File: src/rtl/xiphos_alu_pkg.sv
// Shared types and CTRL encodings for the Hack-style ALU stage.
package xiphos_alu_pkg;

  localparam int ALU_WIDTH = 16;

  typedef struct packed {
    logic zx;
    logic nx;
    logic zy;
    logic ny;
    logic f;
    logic no;
  } alu_ctrl_t;

  // One registered result: value plus its flags.
  typedef struct packed {
    logic [ALU_WIDTH-1:0] dat;
    logic                 zr;
    logic                 ng;
  } alu_res_t;

  localparam alu_ctrl_t ALU_ZERO    = 6'b101010;
  localparam alu_ctrl_t ALU_ONE     = 6'b111111;
  localparam alu_ctrl_t ALU_NEG1    = 6'b111010;
  localparam alu_ctrl_t ALU_X       = 6'b001100;
  localparam alu_ctrl_t ALU_Y       = 6'b110000;
  localparam alu_ctrl_t ALU_NOTX    = 6'b001101;
  localparam alu_ctrl_t ALU_XPLUSY  = 6'b000010;
  localparam alu_ctrl_t ALU_XANDY   = 6'b000000;
  localparam alu_ctrl_t ALU_XMINUSY = 6'b010011;

endpackage

File: src/rtl/alu16_comb.sv
// Hack ALU function: operand zero/negate, AND or ADD, output negate, flags.
// Combinational, no latency; no flow control.
module alu16_comb
  import xiphos_alu_pkg::*;
(
  input  logic [15:0] x,
  input  logic [15:0] y,
  input  alu_ctrl_t   ctrl,
  output logic [15:0] out,
  output logic        zr,
  output logic        ng
);

  logic [15:0] x1, x2, y1, y2;
  logic [15:0] and_r, sum_r, r;

  assign x1 = ctrl.zx ? 16'h0000 : x;
  assign x2 = ctrl.nx ? ~x1 : x1;
  assign y1 = ctrl.zy ? 16'h0000 : y;
  assign y2 = ctrl.ny ? ~y1 : y1;

  AND16 u_and16 (
    .a   (x2),
    .b   (y2),
    .out (and_r)
  );

  // Carry out of bit 15 is intentionally dropped.
  assign sum_r = x2 + y2;
  assign r     = ctrl.f ? sum_r : and_r;
  assign out   = ctrl.no ? ~r : r;
  assign zr    = (out == 16'h0000);
  assign ng    = out[15];

endmodule

File: src/rtl/and16.sv
// Bitwise 16-bit AND datapath.
// Combinational, no latency; no flow control.
module AND16 (
  input  logic [15:0] a,
  input  logic [15:0] b,
  output logic [15:0] out
);

  assign out = a & b;

endmodule

File: src/rtl/alu16_stage.sv
// Registered ALU execute stage with main + skid result registers.
// Latency 1 cycle from input transfer to OUT; IN_READY registered, drops only when both registers hold results.
module alu16_stage
  import xiphos_alu_pkg::*;
#(
  parameter int WIDTH = 16
) (
  input  logic             CLK,
  input  logic             RST,
  input  logic             IN_VALID,
  output logic             IN_READY,
  input  logic [WIDTH-1:0] X,
  input  logic [WIDTH-1:0] Y,
  input  logic [5:0]       CTRL,
  output logic             OUT_VALID,
  input  logic             OUT_READY,
  output logic [WIDTH-1:0] OUT,
  output logic             ZR,
  output logic             NG
);

  if (WIDTH != ALU_WIDTH) begin : g_width_chk
    $error("alu16_stage supports WIDTH = 16 only");
  end

  alu_res_t  res, m_q, s_q, m_d, s_d;
  alu_ctrl_t ctrl;
  logic      m_vld, s_vld, m_vld_d, s_vld_d;
  logic      in_rdy, in_rdy_d;
  logic      in_fire, out_fire;

  assign ctrl = alu_ctrl_t'(CTRL);

  alu16_comb u_comb (
    .x    (X),
    .y    (Y),
    .ctrl (ctrl),
    .out  (res.dat),
    .zr   (res.zr),
    .ng   (res.ng)
  );

  assign in_fire  = IN_VALID && in_rdy;
  assign out_fire = m_vld && OUT_READY;

  always_comb begin
    m_d     = m_q;
    s_d     = s_q;
    m_vld_d = m_vld;
    s_vld_d = s_vld;
    unique case ({m_vld, s_vld})
      2'b00: begin
        if (in_fire) begin
          m_d     = res;
          m_vld_d = 1'b1;
        end
      end
      2'b10: begin
        if (in_fire && out_fire) begin
          m_d = res;
        end else if (in_fire) begin
          s_d     = res;
          s_vld_d = 1'b1;
        end else if (out_fire) begin
          m_vld_d = 1'b0;
        end
      end
      2'b11: begin
        // IN_READY is low here, so only a drain can happen.
        if (out_fire) begin
          m_d     = s_q;
          s_vld_d = 1'b0;
        end
      end
      default: begin
        m_vld_d = 1'b0;
        s_vld_d = 1'b0;
      end
    endcase
    in_rdy_d = !(m_vld_d && s_vld_d);
  end

  always_ff @(posedge CLK) begin
    if (RST) begin
      m_q    <= '0;
      s_q    <= '0;
      m_vld  <= 1'b0;
      s_vld  <= 1'b0;
      in_rdy <= 1'b0;
    end else begin
      m_q    <= m_d;
      s_q    <= s_d;
      m_vld  <= m_vld_d;
      s_vld  <= s_vld_d;
      in_rdy <= in_rdy_d;
    end
  end

  assign IN_READY  = in_rdy;
  assign OUT_VALID = m_vld;
  assign OUT       = m_q.dat;
  assign ZR        = m_q.zr;
  assign NG        = m_q.ng;

endmodule

File: config.mk
export PLATFORM = sky130hd
export DESIGN_NAME = alu16_stage
export DESIGN_NICKNAME = d
export VERILOG_FILES = /design/src/rtl/xiphos_alu_pkg.sv /design/src/rtl/alu16_comb.sv /design/src/rtl/and16.sv /design/src/rtl/alu16_stage.sv
export SDC_FILE = /design/constraint.sdc
export NUM_CORES = 1
export LEC_CHECK = 0
export ABC_AREA = 1
export CAP_MARGIN = 40
export CORE_ASPECT_RATIO = 1.5
export CORE_UTILIZATION = 55
export DETAILED_ROUTE_END_ITERATION = 7
export DONT_BUFFER_PORTS = 1
export PLACE_DENSITY = 0.75
export REMOVE_ABC_BUFFERS = 1
export SETUP_SLACK_MARGIN = 0.3
export SLEW_MARGIN = 20
export SYNTH_ARGS = -nofsm -noshare
export SYNTH_HDL_FRONTEND = slang
export SYNTH_HIERARCHICAL = 1
export SYNTH_SLANG_ARGS = --single-unit
File: constraint.sdc
create_clock -name CLK -period 8.2 [get_ports CLK]
set_input_delay 1.23 -clock CLK [delete_from_list [all_inputs] [get_ports CLK]]
set_output_delay 1.23 -clock CLK [all_outputs]
set_load 0.02 [all_outputs]
## Word-level counts from Yosys, hierarchy flattened

Cells that the tools add are included.

| storage, ports and cells | value |
|---|---|
| bits in registers | 39 |
| input port bits | 42 |

| operators by class | value |
|---|---|
| $add $sub $neg | 1 |
| eq/ne operators | 5 |
| multiplexer cells | 19 |
| bitwise operators | 5 |
| reductions and logical operators | 10 |

Operator list:

| operator | count |
|---|---|
| 2-to-1 mux 16 bit | 6 |
| 2-to-1 mux 18 bit | 3 |
| one-hot mux 18 bit (3 select lines) | 1 |
| inverter 16 bit | 3 |
| adder 16 bit | 1 |
| AND 16 bit | 1 |
| zero test 16 bit | 1 |
| 2-to-1 mux 1 bit | 7 |
| inequality test 2 bit (second input constant) | 3 |
| one-hot mux 1 bit (3 select lines) | 2 |
| equality test 2 bit (second input constant) | 2 |
| logical AND 1 bit | 4 |
| AND reduction 4 bit | 1 |
| AND reduction 3 bit | 1 |
| nonzero test 3 bit | 1 |
| zero test 2 bit | 1 |
| zero test 1 bit | 1 |
| inverter 1 bit | 1 |

## Logic depth before layout (Yosys ltp)

| logic depth | value |
|---|---|
| depth after elaboration | 10 |
| gate-level depth with buffers | 27 |
| gate-level depth less buffers | 25 |

## By module

The synthesis kept the hierarchy.

By module, submodules not included:

| module | times used | cells an instance | area each (µm²) |
|---|---|---|---|
| alu16_comb | 1 | 455 | 2346.0 |
| alu16_stage | 1 | 252 | 1891.8 |
| AND16 | 1 | 32 | 120.1 |

## Least setup slack after synthesis

Ideal clock, no wire load.

| path | value |
|---|---|
| path kind | input -> register |
| start point | input CTRL[5] |
| end point | register m_q (netlist bit ZR) |
| library setup time | 0.064 ns |
| arrival | 3.831 ns |
| required time | 8.136 ns |
| slack | 4.305 ns |
| stages | 24 |
| path through | inv_2 -> buf_6 -> buf_6 -> nand2_1 -> xor2_1 -> ha_1 -> fa_1 -> a21oi_1 -> a21boi_4 -> nand3_2 -> nand2_2 -> nand2_1 -> nand3_1 -> nand3_2 -> nand2_1 -> nand2_1 -> nand2_2 -> nor2_1 -> nand2_1 -> nor2_1 -> a21boi_0 -> nand3_1 -> nand2_1 -> nor2_1 |

RTL lines:

| item | line | source |
|---|---|---|
| start, declared | alu16_stage.sv:14 | `input logic [5:0] CTRL,` |
| end signal, assigned | alu16_stage.sv:91 | `m_q <= m_d;` |
| end, declared | alu16_stage.sv:26 | `alu_res_t res, m_q, s_q, m_d, s_d;` |

==> metrics.md <==
| Metric | Value |
|---|---|
| Initial cell density of the core | `56.9%` |
| Headroom to the max-slew limit | `47.2%` |
| Critical path capture point type | `register` |
| Unrepaired setup endpoints after global routing | `no` |
| Die Y-Extent | `111 um` |
| Flop and latch count out of synthesis | `39` |
| Synth Instances | `739` |
| Vias | `4,156` |
| Post-layout nets | `776` |
| Critical path data arrival time | `4210 ps` |
| Clk Tree Root Cell | `sky130_fd_sc_hd__clkbuf_16` |
| Mean post-synth cell area | `5.90 sq um` |
| Setup TNS Final | `0 ps` |
| Yosys top cell by area | `sky130_fd_sc_hd__nand2_1` |
| CTS tree | `yes` |
| Number of clock sinks seen by CTS | `39` |
| H-tree level count | `2` |
| Netlist area before placement | `0.00436 sq mm` |
| Final Hold Fails | `0` |
| Crit Path Category | `in2reg` |
| Number of synthesis warnings | `6` |
| Share of the cycle needed by the critical path after routing | `48.6%` |
| Leading register cell type out of synthesis | `sky130_fd_sc_hd__dfxtp_1` |
| Wire length per cell after detailed routing | `11.6 um` |
| Inserted Diodes | `0` |
| Status | `finished, final reports clean` |
| Vias per inst | `5.07` |
| DP Wirelength | `7500 um` |
| Global-route wire length before repair | `16,600 um` |
| Maximum number of buffers from clock root to sink | `2` |
| Maximum ir drop on the vdd rail | `144 uV` |
| Total power density per cell area | `163 mW/mm^2` |
| GR Overflow Total | `0` |
| Drt first pass iters | `4` |
| Number of antenna violations at the first check in global routing | `0` |
| Post-route DRC violation count | `0` |
| Count of cell types in the netlist | `38` |
| Time the worst path needs with I/O delays and setup | `3990 ps` |
| Layout cells sized above 1 | `11.0%` |
| Worst setup SP type | `primary input` |
| Clock transition at the registers of the reported paths | `60 ps` |
| Postcts setup bufs | `0` |
| Remaining antenna violation count after routing | `0` |
| Startpoint of the worst setup timing path | `CTRL[5]` |
| Beginning of the worst hold path | `s_q[3]` |
| Count of pins on the block boundary | `62` |
| Fmax | `251 MHz` |
| Count of buffers inserted at the top-level ports | `0` |
| Vias in the first global route | `4,069` |
| Die outline width | `74.7 um` |
| Number of slew-limit violations in the final report | `0` |
| Top post-synthesis cells by area | `sky130_fd_sc_hd__nand2_1, sky130_fd_sc_hd__dfxtp_1, sky130_fd_sc_hd__nand3_1, sky130_fd_sc_hd__inv_1, sky130_fd_sc_hd__nor2_1` |
| Required arrival time at the worst endpoint | `8420 ps` |
| Post-cts hold buffer count | `0` |
| EDFF count, synth | `0` |
| Leakage dissipation | `2.40 nW` |
| Area grow syn2layout | `1.67%` |
| Source of the worst register-to-register timing path | `OUT_VALID` |
| Final-layout fill cell count | `810` |
| Number of rows created at floorplan | `39` |
| Layout Utilization | `57.8%` |
| Post-cts repair resize count | `0` |
| Sequential cell area fraction in the yosys report | `17.9%` |
| Number of endpoints failing setup at the final stage | `0` |
| DRC marker count from the first detailed-route iteration | `228` |
| Portion of synthesized cell area occupied by the leading cell type | `20.4%` |
| Total Die Area | `0.00829 sq mm` |
| Number of buffers added by the clock tree synthesis step | `5` |
| Setup clock skew after layout | `2.39 ps` |
| Floorplan core area | `0.00766 sq mm` |
| Clk Latency, worst-skew pair | `280 ps` |
| Proportion of synthesized flip-flops having asynchronous set or reset | `0%` |
| Global Route Usage Sum | `24.4%` |
| Maximum number of pins on one net before global-route repair | `37` |
| Final RePlAce weighted congestion | `0.848` |
| Routed WL | `9480 um` |
| Max capacitance violation total | `0` |
| Slew at the pin with the worst max-slew slack | `791 ps` |
| Critical path fanouts, max | `27` |
| Min-delay worst type | `reg2reg` |
report_power, final:
part	switching, W	internal, W	total [W]
registers	0.0000251	0.000205	0.000230
logic	0.000182	0.000106	0.000289
clock network	0.0000746	0.000129	0.000204
worst paths after layout:
| path | to | slack, ps | cells past startpoint |
|---|---|---|---|
| worst max-delay path | ZR | 4210 | 22 |
| worst min-delay path | s_q[3] | 510 | 2 |
| worst max register to register | s_q[2] | 5810 | 6 |
| worst min register to register | s_q[3] | 510 | 2 |
final cells by class:
class / count / area (sq um) / area share (%)
Clock buffer: 8 / 156 / 3.53
Inverter: 92 / 350 / 7.91
Multi-Input combinational cell: 576 / 2960 / 66.8
Timing Repair Buffer: 2 / 55.1 / 1.24
Tap cell: 102 / 128 / 2.88
Sequential cell: 39 / 781 / 17.6
logic make-up (layout without fill, tap and decap cells):
logic type / after synthesis / count (layout) / synth area share [%]
buf+inv: 124 / 102 / 14.2
fa+ha+maj: 18 / 18 / 5.34
simple gates: 457 / 457 / 46.5
flops: 39 / 39 / 17.9
compound gates: 79 / 79 / 11.7
xor+xnor: 22 / 22 / 4.42
layout by cell type, fill, tap and decap left out, drive strengths merged:
master,Yosys,routed
nor2,80,80
dfxtp,39,39
xor2,21,21
a21oi,33,33
nand2,255,255
o31ai,1,1
nor3b,1,1
fa,1,1
buf,25,2
or2,12,12
o21bai,4,4
clkbuf,7,8
nor3,3,3
nand4,1,1
inv,91,91
a21boi,19,19
o21ai,22,22
xnor2,1,1
nand3b,2,2
clkinv,1,1
nand3,103,103
ha,17,17
per-stage QoR:
step	area, sq um	power (W)	setup WS, ps	hold WS (ps)	std cells
after floorplan	4090	0.000463	4340	465	707
final	4430	0.000722	4210	506	819
after global routing	4430	0.000779	3880	539	819
after global placement	4220	0.000507	4030	477	809
after CTS	4400	0.000723	4210	507	818
after detailed placement	4250	0.000517	3930	490	810
critical path, cell delays in order:
cell                       delay, ps
sky130_fd_sc_hd__inv_2           310
sky130_fd_sc_hd__nand2_1         130
sky130_fd_sc_hd__xor2_1          180
sky130_fd_sc_hd__ha_1            240
sky130_fd_sc_hd__fa_1            420
sky130_fd_sc_hd__a21oi_1         300
sky130_fd_sc_hd__a21boi_4        110
sky130_fd_sc_hd__nand3_2          90
sky130_fd_sc_hd__nand2_2          80
sky130_fd_sc_hd__nand2_1         110
sky130_fd_sc_hd__nand2_1          80
sky130_fd_sc_hd__nand2_1          60
sky130_fd_sc_hd__nand3_1          70
sky130_fd_sc_hd__nand3_1          70
sky130_fd_sc_hd__nand2_1          90
sky130_fd_sc_hd__nor2_1           90
sky130_fd_sc_hd__nand3_1          80
sky130_fd_sc_hd__nor2_1          120
sky130_fd_sc_hd__a21boi_0        100
sky130_fd_sc_hd__nand3_1         100
sky130_fd_sc_hd__nand2_1          60
sky130_fd_sc_hd__nor2_1           80
flip-flops by register name (all words and copies together) (netlist names):
| name | flops |
|---|---|
| s_q | 18 |
| OUT | 16 |
| IN_READY | 1 |
| NG | 1 |
| OUT_VALID | 1 |
| ZR | 1 |
| s_vld | 1 |
Yosys cell counts, types with 2 or more instances:
cell type,count
sky130_fd_sc_hd__buf_2,7
sky130_fd_sc_hd__nor2_2,2
sky130_fd_sc_hd__a21oi_1,25
sky130_fd_sc_hd__buf_12,2
sky130_fd_sc_hd__nand3_1,93
sky130_fd_sc_hd__nand2_2,16
sky130_fd_sc_hd__inv_2,13
sky130_fd_sc_hd__dfxtp_1,39
sky130_fd_sc_hd__nand3b_1,2
sky130_fd_sc_hd__nand2_4,2
sky130_fd_sc_hd__buf_6,10
sky130_fd_sc_hd__xor2_1,21
sky130_fd_sc_hd__ha_1,17
sky130_fd_sc_hd__nor2_1,76
sky130_fd_sc_hd__inv_1,77
sky130_fd_sc_hd__nor2_4,2
sky130_fd_sc_hd__a21oi_2,8
sky130_fd_sc_hd__a21boi_0,18
sky130_fd_sc_hd__o21bai_1,3
sky130_fd_sc_hd__o21ai_0,12
sky130_fd_sc_hd__nand2_1,237
sky130_fd_sc_hd__or2_2,12
sky130_fd_sc_hd__clkbuf_1,7
sky130_fd_sc_hd__buf_4,5
sky130_fd_sc_hd__o21ai_1,10
sky130_fd_sc_hd__nor3_1,2
sky130_fd_sc_hd__nand3_2,10
routing by layer:
metal	wire length [um]	part of all wire (%)	GRT usage (%)
met1	4170	44	26.9
met2	4910	52	45.8
met3	220	2.3	2.36
met4	175	1.8	8.93
met5	0	0	0
No activity file was read; power rests on OpenSTA's default activity.
